--- src/rtl/sby_pwr_seq.sv ---
// sby_pwr_seq: standby power-rail sequencer.
// Synchronizes the power-on request and the rail power-good, enables the
// standby regulator, waits for power-good to settle before raising DC-OK,
// and holds the rail for a fixed time after DC-OK drops on power-down.
// A loss of power-good while sequencing or on latches a fault until the
// request is withdrawn.
// Optional feature macro: SBY_PG_TIMEOUT_EN -- when defined, RAIL_ON gives
// up and faults if power-good does not arrive within 2^TMO_W-1 cycles.
module sby_pwr_seq #(
    parameter int DLY_W = 8,
    parameter int TMO_W = 12
) (
    input  logic       i_InitialSoc,
    input  logic       i_SbyReset_n,
    input  logic       i_PwrOnReq,
    input  logic       i_RailPG,
    output logic       o_SbyRailEn,
    output logic       o_DCOKSby,
    output logic       o_Fault,
    output logic [2:0] o_SeqState
);

    typedef enum logic [2:0] {
        ST_OFF      = 3'd0,
        ST_RAIL_ON  = 3'd1,
        ST_PG_DLY   = 3'd2,
        ST_ON       = 3'd3,
        ST_DCOK_OFF = 3'd4,
        ST_FAULT    = 3'd5
    } state_t;

    localparam logic [DLY_W-1:0] DLY_ZERO = {DLY_W{1'b0}};
    localparam logic [DLY_W-1:0] DLY_ONE  = {{(DLY_W-1){1'b0}}, 1'b1};
    localparam logic [DLY_W-1:0] DLY_MAX  = {DLY_W{1'b1}};

    logic [1:0]       req_sync_q;
    logic [1:0]       pg_sync_q;
    logic             req_s;
    logic             pg_s;
    state_t           state_q;
    state_t           state_d;
    logic [DLY_W-1:0] cnt_q;
    logic [DLY_W-1:0] cnt_d;
    logic [DLY_W-1:0] cnt_inc;
    logic             rail_en_q;
    logic             rail_en_d;
    logic             dcok_q;
    logic             dcok_d;
    logic             fault_q;
    logic             fault_d;

`ifdef SBY_PG_TIMEOUT_EN
    localparam logic [TMO_W-1:0] TMO_ZERO = {TMO_W{1'b0}};
    localparam logic [TMO_W-1:0] TMO_ONE  = {{(TMO_W-1){1'b0}}, 1'b1};
    localparam logic [TMO_W-1:0] TMO_MAX  = {TMO_W{1'b1}};

    logic [TMO_W-1:0] tmo_q;
    logic [TMO_W-1:0] tmo_d;
    logic [TMO_W-1:0] tmo_inc;

    assign tmo_inc = (tmo_q == TMO_MAX) ? tmo_q : (tmo_q + TMO_ONE);

    // Power-good timeout counter, only counts while waiting in RAIL_ON.
    always_ff @(posedge i_InitialSoc or negedge i_SbyReset_n) begin
        if (!i_SbyReset_n) begin
            tmo_q <= TMO_ZERO;
        end else begin
            tmo_q <= tmo_d;
        end
    end
`endif

    assign req_s   = req_sync_q[1];
    assign pg_s    = pg_sync_q[1];
    assign cnt_inc = (cnt_q == DLY_MAX) ? cnt_q : (cnt_q + DLY_ONE);

    // Two-flop synchronizers for the asynchronous request and power-good.
    always_ff @(posedge i_InitialSoc or negedge i_SbyReset_n) begin
        if (!i_SbyReset_n) begin
            req_sync_q <= 2'b00;
            pg_sync_q  <= 2'b00;
        end else begin
            req_sync_q <= {req_sync_q[0], i_PwrOnReq};
            pg_sync_q  <= {pg_sync_q[0], i_RailPG};
        end
    end

    // Next-state, counter and output decode for the sequencer.
    always_comb begin
        state_d = state_q;
        cnt_d   = cnt_q;
`ifdef SBY_PG_TIMEOUT_EN
        tmo_d   = tmo_q;
`endif
        case (state_q)
            ST_OFF: begin
                cnt_d = DLY_ZERO;
`ifdef SBY_PG_TIMEOUT_EN
                tmo_d = TMO_ZERO;
`endif
                if (req_s) begin
                    state_d = ST_RAIL_ON;
                end else begin
                    state_d = ST_OFF;
                end
            end
            ST_RAIL_ON: begin
`ifdef SBY_PG_TIMEOUT_EN
                tmo_d = tmo_inc;
`endif
                if (pg_s) begin
                    state_d = ST_PG_DLY;
                    cnt_d   = DLY_ZERO;
                end else if (!req_s) begin
                    state_d = ST_OFF;
`ifdef SBY_PG_TIMEOUT_EN
                end else if (tmo_inc == TMO_MAX) begin
                    state_d = ST_FAULT;
`endif
                end else begin
                    state_d = ST_RAIL_ON;
                end
            end
            ST_PG_DLY: begin
                // Settle completes once the held count is all-ones, so DC-OK
                // rises 2^DLY_W+1 cycles after synchronized power-good.
                if (!pg_s) begin
                    state_d = ST_FAULT;
                end else if (cnt_q == DLY_MAX) begin
                    state_d = ST_ON;
                end else begin
                    state_d = ST_PG_DLY;
                    cnt_d   = cnt_inc;
                end
            end
            ST_ON: begin
                if (!pg_s) begin
                    state_d = ST_FAULT;
                end else if (!req_s) begin
                    state_d = ST_DCOK_OFF;
                    cnt_d   = DLY_ZERO;
                end else begin
                    state_d = ST_ON;
                end
            end
            ST_DCOK_OFF: begin
                // Hold ends on the cycle the count reaches all-ones, keeping
                // the rail up for 2^DLY_W-1 cycles after DC-OK drops.
                cnt_d = cnt_inc;
                if (cnt_inc == DLY_MAX) begin
                    state_d = ST_OFF;
                end else begin
                    state_d = ST_DCOK_OFF;
                end
            end
            ST_FAULT: begin
                if (!req_s) begin
                    state_d = ST_OFF;
                end else begin
                    state_d = ST_FAULT;
                end
            end
            default: begin
                state_d = ST_FAULT;
            end
        endcase

        rail_en_d = 1'b0;
        dcok_d    = 1'b0;
        fault_d   = 1'b0;
        case (state_d)
            ST_RAIL_ON, ST_PG_DLY, ST_DCOK_OFF: begin
                rail_en_d = 1'b1;
            end
            ST_ON: begin
                rail_en_d = 1'b1;
                dcok_d    = 1'b1;
            end
            ST_FAULT: begin
                fault_d = 1'b1;
            end
            default: begin
                rail_en_d = 1'b0;
            end
        endcase
    end

    // State and settle/hold counter registers.
    always_ff @(posedge i_InitialSoc or negedge i_SbyReset_n) begin
        if (!i_SbyReset_n) begin
            state_q <= ST_OFF;
            cnt_q   <= DLY_ZERO;
        end else begin
            state_q <= state_d;
            cnt_q   <= cnt_d;
        end
    end

    // Registered output decode so outputs switch on the transition edge.
    always_ff @(posedge i_InitialSoc or negedge i_SbyReset_n) begin
        if (!i_SbyReset_n) begin
            rail_en_q <= 1'b0;
            dcok_q    <= 1'b0;
            fault_q   <= 1'b0;
        end else begin
            rail_en_q <= rail_en_d;
            dcok_q    <= dcok_d;
            fault_q   <= fault_d;
        end
    end

    assign o_SbyRailEn = rail_en_q;
    assign o_DCOKSby   = dcok_q;
    assign o_Fault     = fault_q;
    assign o_SeqState  = state_q;

endmodule
--- config.mk ---
export PLATFORM = sky130hd
export DESIGN_NAME = sby_pwr_seq
export DESIGN_NICKNAME = d
export VERILOG_FILES = /design/src/rtl/sby_pwr_seq.sv
export SDC_FILE = /design/constraint.sdc
export NUM_CORES = 1
export LEC_CHECK = 0
export BUFFER_PORTS_ARGS = -buffer_cell sky130_fd_sc_hd__buf_4
export CORE_ASPECT_RATIO = 1.2
export CORE_MARGIN = 2
export CORE_UTILIZATION = 37
export DETAILED_ROUTE_END_ITERATION = 7
export PLACE_DENSITY = 0.5
export SLEW_MARGIN = 30
export SYNTH_ARGS = -nofsm -noshare
export SYNTH_HDL_FRONTEND = slang
export SYNTH_SLANG_ARGS = --single-unit
--- constraint.sdc ---
create_clock -name i_InitialSoc -period 2.1 [get_ports i_InitialSoc]
set_clock_uncertainty 0.05 [all_clocks]
set_input_delay 0.21 -clock i_InitialSoc [delete_from_list [all_inputs] [get_ports i_InitialSoc]]
set_output_delay 0.21 -clock i_InitialSoc [all_outputs]
set_load 0.01 [all_outputs]
# [After elaboration in Yosys (flattened, before gate mapping)]
# Cells that the tools add are included.
[classes] n_mux=19 reduce_logical=4 n_eq_ne=17 addsub=1
[ops] op="two-way mux 8 bit" n=6
[ops] op="one-hot mux 8 bit (5 select lines)" n=1
[ops] op="two-way mux 3 bit" n=6
[ops] op="one-hot mux 3 bit (6 select lines)" n=1
[ops] op="== test 8 bit, second input constant" n=2
[ops] op="== test 3 x 2 -> 1 bit, second input constant" n=4
[ops] op="== test 3 bit, second input constant" n=4
[ops] op="!= test 2 bit, second input constant" n=5
[ops] op="adder 8 x 1 -> 8 bit, second input constant" n=1
[ops] op="== test 3 x 1 -> 1 bit, second input constant" n=2
[ops] op="AND reduction 6 bit" n=1
[ops] op="two-way mux 1 bit" n=5
[ops] op="nonzero test 5 bit" n=1
[ops] op="OR reduction 4 bit" n=1
[ops] op="logical NOT 3 bit" n=1
[totals] wordCells=48 out_inout_bits=6 regBits=18 input_bits=4

# [Logic depth before layout (Yosys ltp)]
[logic_depth] ltp_word=8 depth_mapped=7 mapped_depth_nobuf=5

# [Least setup slack after synthesis]
# No wires, ideal clock.
[synth_path] path_type="register -> register" from="register cnt_q[0]" to="register rail_en_q (netlist: o_SbyRailEn)" path_stages_with_launch=8 setup_slack_ns=0.254 synth_period_minus_slack_ns=1.846 t_arrival_ns=1.662 n_path_buf=2 path_cell_list="dfrtp_1 > ha_1 > buf_6 > and4_4 > buf_6 > a21o_1 > a2111oi_0 > a21oi_1"
[synth_via] elab_chain_cells=8
[synth_lines] element="start: declaration" line="42" text="logic [DLY_W-1:0] cnt_q;"
[synth_lines] element="start signal: assignment" line="195" text="cnt_q <= cnt_d;"
[synth_lines] element="adder 8 x 1 -> 8 bit or == test 8 bit (tied branches)" line="75, 129"
[synth_lines] element="two-way mux 8 bit" line="75" text="assign cnt_inc = (cnt_q == DLY_MAX) ? cnt_q : (cnt_q + DLY_ONE);"
[synth_lines] element="== test 8 bit" line="150" text="if (cnt_inc == DLY_MAX) begin"
[synth_lines] element="two-way mux 3 bit" line="150"
[synth_lines] element="one-hot mux 3 bit (6 select lines) *" line="95" text="case (state_q)"
[synth_lines] element="== test 3 x 2 -> 1 bit (tied with other cells)" line="171" text="case (state_d)"
[synth_lines] element="OR reduction 4 bit (no line) *"
[synth_lines] element="two-way mux 1 bit *" line="171"
[synth_lines] element="via rail_en_d" line="46" text="logic rail_en_d;"
[synth_lines] element="end signal: assignment" line="206" text="rail_en_q <= rail_en_d;"
[synth_lines] element="end: declaration" line="45" text="logic rail_en_q;"
# The timed path passes the listed nets; every way through them passes the cells marked *.
# A chain may end at the register's enable or synchronous reset.

# [Final worst setup path]
[layout_path] from="register cnt_q[1]" to="register cnt_q[5]"
[layout_via] elab_chain_cells=5
[layout_lines] element="adder 8 x 1 -> 8 bit or == test 8 bit (tied branches)" line="75, 129"
[layout_lines] element="two-way mux 8 bit" line="75"
[layout_lines] element="two-way mux 8 bit" line="129" text="end else if (cnt_q == DLY_MAX) begin"
[layout_lines] element="two-way mux 8 bit" line="127" text="if (!pg_s) begin"
[layout_lines] element="one-hot mux 8 bit (5 select lines)" line="95"
# Parallel ways exist; a longest one is shown, timed or not. The select of a mux whose other input is x is not followed.

==> qor.yml <==
slew_headroom: 0.653
initial_core_util: 0.388
period_needed_ns: 1.82
worst_pin_slew_ns: 0.519
htreeDepth: 1
yosysWarnings: 0
fin_crit_sh: 0.867
syn_nets: 118
pin_count: 10
cpLargestDelayFamily: "compound AO/OA/AOI/OAI gates"
synthDominantCellAreaShare: 0.413
drive_gt1_frac: 0.164
setup_viol: 0
ys.flop_type: "dfrtp_1"
syn_inst: 113
max_freq_mhz: 549
grt_pass1_wl_mm: 4.25
r2r_start: "cnt_q[1]"
n_antenna_cell: 0
final_common_cell: "dfrtp_1"
synth_area_mm2: 0.00109
wire_per_inst_um: 15.4
syn_to_final_growth_pct: 10.6
cp.arrival_ns: 2.01
finalSetupTns_ns: 0
place_ws_ns: 0.302
slew_violations: 0
ys_ff_latch: 18
rsz0062_at_grt: "no"
dp_hpwl_mm: 1.76
overflow: 0
cts_resized: 0
final_cell_area_mm2: 0.00121
grt_start_max_net_pins: 19
setup_ws_ns: 0.279
max-clock-path-buffers: 2
firstDrtPassIters: 4
viasPerCell: 5.79
path_cells: "ha_1 -> nand4_1 -> o311ai_1 -> and2_1 -> o22a_1"
reg2reg_setup_slack_ns: 0.28
ys_top_cells_by_area: "dfrtp_1 41%, a21oi_1 7.3%, buf_6 5.2%"
ant_nets: 0
crit_path_max_incr_delay_ns: 0.43
syn_avg_cell_area_um2: 9.66
cts.sinks: 18
cp.required_ns: 2.29
dieWidth_um: 53.6
critPathBufInv: 0
drt_iter0_drc: 33
power_density_mw_per_mm2: 1030
synth_edf_count: 0
port_buffers: 9
path_class: "reg2reg"
cts-root-buf: "clkbuf_4"
coreArea_mm2: 0.00281
p_leak_nw: 0.554
endpoint_kind: "flip-flop"
nets: 128
cp-start-kind: "flip-flop"
track_usage: 0.168
clk_pin_slew_ns: 0.11
status: "finished clean"
gp_congestion: 0.760
final_cell_mix: "18 x dfrtp_1, 16 x a21oi_1, 12 x buf_4, 8 x nand2_1, 6 x o22a_1"
ir_drop_mv: 0.546
clk_latency_ns: 0.29
cts_buffers: 3
finalHoldViolations: 0
cpMaxStageDelayCell: "dfrtp_1"
std_cell_rows: 21
num_vias: 903
cp_max_fo: 6
routed_wl_mm: 2.40
dieArea_mm2: 0.00340
synth_cell_type_count: 41
drv_cap: 0
antenna_found_initial: 0
yosysSeqAreaShare: 0.413
place_area_mm2: 0.00114
fillers: 293
fin_util: 0.429
drc: 0
die_y_um: 63.5
reg2regPathDepth: 5
synthArstFlopShare: 1.00
worstReg2RegEnd: "cnt_q[5]"
tritoncts: "built"
grt_pass1_vias: 898
hold_path.class: "in2async"
synth_top_area_cell: "dfrtp_1"
==> power by group <==
group	internal (W)	total, W	leakage [nW]	switching (W)
registers	0.000412	0.000506	0.234	0.0000945
logic	0.000234	0.000521	0.299	0.000287
clock network	0.000106	0.000219	0.0210	0.000113
==> repair_timing <==
action / in CTS / in global routing
endpoints found under the hold margin: 20 / 0
buffers inserted: 0 / 0
hold buffers: 3 / 0
==> cells in the mapped netlist (all sizes together) (3+ instances only) <==
master,n
nand3,5
a32oi,3
a21o,3
buf,8
o22a,6
dfrtp,18
a21oi,16
and3,4
a31oi,3
nand2b,3
nand2,9
==> metal layers <==
metal	wire (µm)	track usage	share of wire
met2	1190	0.270	0.49
met3	59	0.0284	0.025
met4	18	0.0481	0.0075
met5	0	0	0
met1	1140	0.226	0.47
==> worst register-to-register path: stages, from the launching register on <==
cell      delay, ns
dfrtp_1        0.43
ha_1           0.24
nand4_1        0.18
o311ai_1       0.36
and2_1         0.32
o22a_1         0.19
==> sequential cells by signal, summed over array words and instances, names as in the netlist <==
| register | cells |
|---|---|
| cnt_q | 8 |
| o_DCOKSby | 1 |
| o_Fault | 1 |
| o_SbyRailEn | 1 |
| o_SeqState | 3 |
| pg_sync_q | 2 |
| req_sync_q | 2 |
==> logic make-up (layout without fill, tap and decap cells) <==
group           Yosys count  after routing  synth area share
compound gates           46             46             0.298
buf+inv                  12             21            0.0837
fa+ha+maj                 1              1            0.0115
simple gates             35             35             0.185
flops                    18             18             0.413
mux                       1              1           0.00917
==> layout make-up <==
class / instances / area [µm²] / share of cell area
inverter: 2 / 7.51 / 0.00622
multi-input combinational: 83 / 549 / 0.455
tap: 34 / 42.5 / 0.0353
timing repair buffer: 15 / 120 / 0.0996
sequential: 18 / 450 / 0.373
clock buffer: 4 / 36.3 / 0.0301
==> worst max-delay path by stage <==
stage             start           to  slack [ns]  cells after the start
2_1_floorplan  cnt_q[0]  o_SbyRailEn        0.25                      7
3_3_place_gp   cnt_q[1]     cnt_q[5]        0.35                      5
3_5_place_dp   cnt_q[1]     cnt_q[6]        0.30                      5
4_1_cts        cnt_q[1]     cnt_q[5]        0.27                      5
5_1_grt        cnt_q[1]     cnt_q[2]        0.14                      6
6_report       cnt_q[1]     cnt_q[5]        0.28                      5
==> metrics by stage <==
stage	total power, W	instances	hold slack [ns]
finish	0.00125	156	0.254
global route	0.00135	156	0.267
CTS	0.00126	156	0.257
detailed placement	0.00103	149	0.0476
global placement	0.00103	149	0.0419
floorplan	0.000896	113	-0.136
(Power assumes the default switching activity.)
